**src/rtl/grant_dec.sv**
```systemverilog
// Purpose: single-grant decoder; turns an encoded request index into a held one-hot grant until ACK (or optional timeout).
// Latency: one clock from accepted request (V=1 in IDLE) to Y; Y/TO are registered, BUSY decodes the state register.
// Backpressure: none queued; requests seen outside IDLE are dropped. Build with GRANT_DEC_TIMEOUT_EN for the forced-release timeout.
module grant_dec #(
    parameter int TIMEOUT = 8
) (
    input  logic       clk,
    input  logic       rst,
    input  logic [1:0] A,
    input  logic       V,
    input  logic       ACK,
    output logic [3:0] Y,
    output logic       BUSY,
    output logic       TO
);

    typedef enum logic [1:0] {
        IDLE    = 2'd0,
        GRANT   = 2'd1,
        RELEASE = 2'd2
    } state_t;

    // Reject nonsensical timeout values at elaboration time.
    if (TIMEOUT < 2 || TIMEOUT > 15) begin : g_bad_timeout
        $error("grant_dec: TIMEOUT must lie in 2..15");
    end

    state_t     state;
    state_t     state_nxt;
    logic [1:0] idx;
    logic [1:0] idx_nxt;
    logic [3:0] y_nxt;

`ifdef GRANT_DEC_TIMEOUT_EN
    // Counts completed GRANT cycles; the last one is TIMEOUT-1.
    localparam logic [3:0] CNT_LAST = 4'(TIMEOUT - 1);
    logic [3:0] cnt;
    logic [3:0] cnt_nxt;
    logic       to_nxt;
`endif

    // Next-state, captured index and next grant vector.
    always_comb begin
        state_nxt = state;
        idx_nxt   = idx;
`ifdef GRANT_DEC_TIMEOUT_EN
        cnt_nxt   = cnt;
        to_nxt    = 1'b0;
`endif
        case (state)
            IDLE: begin
                if (V) begin
                    state_nxt = GRANT;
                    idx_nxt   = A;
`ifdef GRANT_DEC_TIMEOUT_EN
                    cnt_nxt   = 4'd0;
`endif
                end
            end
            GRANT: begin
                // ACK has priority over a timeout expiring on the same edge.
                if (ACK) begin
                    state_nxt = RELEASE;
                end
`ifdef GRANT_DEC_TIMEOUT_EN
                else if (cnt == CNT_LAST) begin
                    state_nxt = RELEASE;
                    to_nxt    = 1'b1;
                end else begin
                    cnt_nxt = cnt + 4'd1;
                end
`endif
            end
            RELEASE: begin
                state_nxt = IDLE;
            end
            default: begin
                state_nxt = IDLE;
            end
        endcase
        y_nxt = (state_nxt == GRANT) ? (4'b0001 << idx_nxt) : 4'b0000;
    end

    // State and output registers, cleared asynchronously.
    always_ff @(posedge clk or posedge rst) begin
        if (rst) begin
            state <= IDLE;
            idx   <= 2'd0;
            Y     <= 4'b0000;
`ifdef GRANT_DEC_TIMEOUT_EN
            cnt   <= 4'd0;
            TO    <= 1'b0;
`endif
        end else begin
            state <= state_nxt;
            idx   <= idx_nxt;
            Y     <= y_nxt;
`ifdef GRANT_DEC_TIMEOUT_EN
            cnt   <= cnt_nxt;
            TO    <= to_nxt;
`endif
        end
    end

`ifndef GRANT_DEC_TIMEOUT_EN
    // Without the timeout option the grant is held until ACK and TO never fires.
    assign TO = 1'b0;
`endif

    assign BUSY = (state != IDLE);

endmodule

```
**config.mk**
```make
export PLATFORM = sky130hd
export DESIGN_NAME = grant_dec
export DESIGN_NICKNAME = d
export VERILOG_FILES = /design/src/rtl/grant_dec.sv
export SDC_FILE = /design/constraint.sdc
export NUM_CORES = 1
export LEC_CHECK = 0
export ABC_CLOCK_PERIOD_IN_PS = 1500
export CAP_MARGIN = 20
export CELL_PAD_IN_SITES_DETAIL_PLACEMENT = 0
export CELL_PAD_IN_SITES_GLOBAL_PLACEMENT = 1
export CORE_AREA = 2 2 39 41
export DETAILED_ROUTE_END_ITERATION = 8
export DIE_AREA = 0 0 41 43
export GPL_TIMING_DRIVEN = 1
export PLACE_DENSITY_LB_ADDON = 0.1
export SYNTH_ARGS = -nofsm -noshare
export SYNTH_HDL_FRONTEND = slang
export SYNTH_SLANG_ARGS = --single-unit
```
**constraint.sdc**
```tcl
create_clock -name clk -period 1.5 [get_ports clk]
set_input_delay 0.3 -clock clk [delete_from_list [all_inputs] [get_ports clk]]
set_output_delay 0.3 -clock clk [all_outputs]
set_load 0.01 [all_outputs]
```
-- After elaboration in Yosys (flattened, before gate mapping)
Index checks and enable logic that the tools add are counted.
- bits in registers: 8
- input bits: 6
- output and inout bits: 6
- word-level logic and storage cells: 14
- equal/unequal tests: 2
- shifts and indexed selects: 1
- muxes and demuxes: 6
- reductions and logical operators: 2
- operators by type and width (operator ; count):
    $mux W2 ; 4
    $eq A2 B1 Y1 const B ; 2
    $mux W4 ; 1
    $pmux W2 S2 ; 1
    $shl A1 B2 Y4 const A ; 1
    $logic_not A2 Y1 ; 1
    $reduce_bool A2 Y1 ; 1

-- Longest topological paths before layout
- depth in word-level cells: 4
- depth in mapped cells: 4
- mapped depth without buffers: 4

-- Worst setup path after synthesis
OpenSTA, ideal clock, no wires.
- path kind: register to register
- from: reg state[0]
- to: reg Y[3]
- setup time: 0.117 ns
- data arrival time: 1.118 ns
- required time: 1.383 ns
- setup slack: 0.265 ns
- stages on the path, launching flop included: 5
- period minus slack after synthesis: 1.235 ns
- path through: dfrtp_1 nor3b_2 mux2i_1 inv_2 and2_4
- word-level cells in the longest chain between the ends: 4
- elaborated cells on any way between the ends: 9
- those cells by class: 2 x eq/ne; 1 x shift; 5 x mux; 1 x reduce/logical
- ends and longest elaborated chain (item ; RTL line ; RTL):
    from (decl) ; 28 ; state_t state;
    from (signal assigned) ; 95 ; state <= state_nxt;
    $logic_not A2 Y1 ; 50 ; case (state)
    $mux W2 ; 50 ;
    named net idx_nxt[0] ; 31 ; logic [1:0] idx_nxt;
    $shl A1 B2 Y4 ; 81 ; y_nxt = (state_nxt == GRANT) ? (4'b0001 << idx_nxt) : 4'b0000;
    $mux W4 ; 81 ;
    named net y_nxt[3] ; 32 ; logic [3:0] y_nxt;
    to (signal assigned) ; 97 ; Y <= y_nxt;
    to (decl) ; 12 ; output logic [3:0] Y,
The timed path passes the listed nets, and every way through them passes these cells.

-- Worst setup path after layout
- from: reg state[1]
- to: out BUSY
- word-level cells in the longest chain between the ends: 1
- ends and longest elaborated chain (item ; RTL line ; RTL):
    $reduce_bool A2 Y1 ; 110 ; assign BUSY = (state != IDLE);
    to (decl) ; 13 ; output logic BUSY,
No other way between the ends.

==> summary by stage <==
Power
The total power divided by cell area is 1150 mW/mm². Net switching is 26.7% of the power. For this design the static power due to leakage is 0.000242 µW.

For this design the total switching power over the nets is 162 µW. The cell-internal power is 445 µW. IR analysis of the VDD net gives a maximum drop of 452 µV. The share of total power in combinational logic is 29.3%. Of the total power, registers draw 44.3%. The proportion of power drawn by the clock network is 26.4%.

Synthesis
Among all flip-flop cells after synthesis, the most frequent one is sky130_fd_sc_hd__dfrtp_1. The share of the Yosys chip area taken by registers is 56.5%. The netlist area before placement is 354 µm².

Synthesis produced a netlist with a net count of 36. In this run, synthesis produced a sequential element count of 8. The number of cells produced by synthesis is 30. The number of synthesis warnings is 0. The portion of synthesized cell area occupied by the leading cell type is 56.5%. The synthesized design spends more area on one cell type than any other, namely sky130_fd_sc_hd__dfrtp_1. In the synthesized netlist the async set-or-reset flop fraction comes to 100%. The number of flops mapped to enable cells by yosys is 0. After synthesis, the netlist uses 16 different library cells. In the post-synthesis netlist, the biggest area contributors are sky130_fd_sc_hd__dfrtp_1 57%, sky130_fd_sc_hd__nor3b_2 7.1%, sky130_fd_sc_hd__mux2i_1 5.7%.

The average instance in the mapped netlist occupies 11.8 µm². In the synthesized netlist, the cells that appear most often are 8 x sky130_fd_sc_hd__dfrtp_1, 3 x sky130_fd_sc_hd__nor2_1. sky130_fd_sc_hd__dfrtp_1 is the most common cell in the netlist.

Floorplanning
The top-level port count is 12. The floorplan step defined a die boundary enclosing 0.00176 mm². The die span in x is 41 µm. The die outline height is 43 µm. In this run the core area contains 14 standard-cell rows.

The core region is 0.00138 mm². The initial utilization of the core area, before any placement, comes to 25.6%.

Detailed routing
In this run, the number of DRC markers left after iteration 0 of detailed routing was 0. The number of vias in the routed layout is 259. Wires add up to 685 µm. After detailed routing, the average wire length per cell comes to 11.0 µm. In the routed design, unresolved DRC markers number 0. The length of the first detailed-routing pass in iterations is 1. The number of routed nets with antenna violations is 0. Using the TritonRoute via totals, the vias-per-cell ratio works out to 4.18.

Timing
Based on the critical path, the design can be clocked at up to 695 MHz. The final hold violation count was 0. The final worst-path cycle share is 96.0%.

The worst setup skew after layout is 0.00301 ns. Setup violations remaining at the end of the flow were counted as 0. Setup repair after global routing left no endpoint under its margin. The max-slew violation total from the final report is 0. Counting I/O delays and the setup requirement, the final critical path takes 1.44 ns.

Cells and area
The net count of the finished layout is 54. The number of standard cells in the layout, taps in and fillers out is 62. The post-synthesis to final-layout area growth is 49.5%. The share of the core filled with cells in the final layout is 38.2%. The ratio of cells with drive above 1 in the final layout is 28.3%. The antenna diode instance count is 0.

Clocking
Clock-pin slew was measured on the worst setup and hold paths at 0.05 ns. TritonCTS built the clock tree. The CTS root buffer is sky130_fd_sc_hd__clkbuf_4. The clock latency of the later-clocked register in the worst-skew pair is 0.25 ns. The number of levels the H-tree was split into is 1. The number of clock sinks seen by CTS is 8. The number of hold buffers added after CTS is 0.

The total CTS buffers is 3. The maximum clock path buffer count is 2.

Setup path
The start point of the critical path is state[1]$_DFF_PP0_. STA classifies the critical path startpoint as a flip-flop. The most critical setup path has its endpoint at BUSY. The count of cells along the worst register-to-register path is 5.

In this run the register-to-register setup slack is 0.09 ns. The data required time of the worst path is 1.20 ns. In this run the worst path has a maximum fanout of 2. Data on the critical path arrives at its endpoint at 1.14 ns. The startpoint identified for the worst register-to-register timing path is state[1]$_DFF_PP0_.

The critical setup path kind is reg -> out. In this run the critical register-to-register path is captured at Y[3]$_DFF_PP0_. STA classifies the critical path endpoint as an output pin.

Global route
The total grt overflow is 0. Entering global routing, the biggest net connects 9 pins. The wire length of the first global-routing pass is 1.03 mm. In the global route stage, overall resource usage came out at 9.23%. The initial antenna violation count came to 0. The number of global-route vias before repair is 261.

Placed design
After detailed placement, the design holds a cell count of 58. The half-perimeter wire length of the detailed placement result is 545 µm. At the end of routability-driven placement, the weighted congestion stood at 0.593.

The count of buffers from port buffering is 10.

Status
The run finished with clean final reports.

Flow run
The max-capacitance violation count is 0.

Hold path
The tightest min-delay check is of the in -> async type.
per-stage QoR:
stage / hold slack [ns] / instance area [µm²] / power (µW) / setup WS [ns] / TNS [ns]
after floorplan: 0.116 / 354 / 356 / 0.265 / 0
after global placement: 0.522 / 489 / 433 / -0.192 / -0.588
after detailed placement: 0.532 / 489 / 438 / -0.215 / -0.709
after CTS: 0.294 / 518 / 607 / 0.00230 / 0
after global routing: 0.332 / 529 / 654 / 0.00179 / 0
final: 0.291 / 529 / 608 / 0.0602 / 0
power groups by stage:
stage | Sequential (µW) | Combinational, µW | Clock [µW]
4_1_cts | 268 | 169 | 170
5_1_grt | 272 | 196 | 186
2_1_floorplan | 284 | 72.1 | 0
3_5_place_dp | 274 | 164 | 0
3_3_place_gp | 272 | 161 | 0
6_report | 269 | 178 | 160
per-layer routing:
metal  global-route usage, %  share of wire [%]  vias to the layer above
met3                    1.57                5.0                        0
met5                       0                  0                        -
li1                        -                  -                      129
met1                    9.97                 40                      125
met2                    14.4                 55                        5
met4                    8.00                  0                        0
how the worst min path moves through the flow:
| stage | slack, ns | end | start |
|---|---|---|---|
| floorplan | 0.12 | Y[0]$_DFF_PP0_ | rst |
| global placement | 0.52 | idx[1]$_DFF_PP0_ | idx[1]$_DFF_PP0_ |
| detailed placement | 0.53 | idx[1]$_DFF_PP0_ | idx[1]$_DFF_PP0_ |
| CTS | 0.29 | state[1]$_DFF_PP0_ | rst |
| global route | 0.33 | state[1]$_DFF_PP0_ | rst |
| finish | 0.29 | state[1]$_DFF_PP0_ | rst |
logic make-up (layout without fill, tap and decap cells):
group,Yosys count,count (layout),synth area share (%)
buffers and inverters,4,20,5.30
AOI/OAI and AO/OA,2,2,3.53
and+or+nand+nor,12,12,24.7
DFF,8,8,56.5
muxes,3,3,8.83
other,1,1,1.06
cell type report:
cell class	instances	area [µm²]
inverters	3	11.3
fillers	140	855
clock buffers	3	22.5
flip-flops and latches	8	200
well taps	16	20.0
multi-input cells	18	145
repair buffers	14	130
placed cells by master (no fill, tap or decap), drive strengths merged, types with 2 or more instances in the layout:
cell           count
mux2i              2
dfrtp              8
and2               2
buf                4
nor2               3
inv                3
nand3b             2
clkbuf             3
clkdlybuf4s50      9
nor3b              4
worst max-delay path, cell delays in order (launching register included):
cell	delay, ns
sky130_fd_sc_hd__dfrtp_1	0.38
sky130_fd_sc_hd__or2_2	0.29
sky130_fd_sc_hd__clkdlybuf4s15_1	0.23
state kept, by name, summed over array words and instances (netlist names):
name   count
Y          4
idx        2
state      2
timing repair:
| item | 4_1_cts | 5_1_grt |
|---|---|---|
| pin swaps | 0 | 0 |
| setup buffers | 1 | 0 |
| setup endpoints to repair | 1 | 3 |
| gates resized for setup | 1 | 3 |
Power figures use the tool's default switching activity.
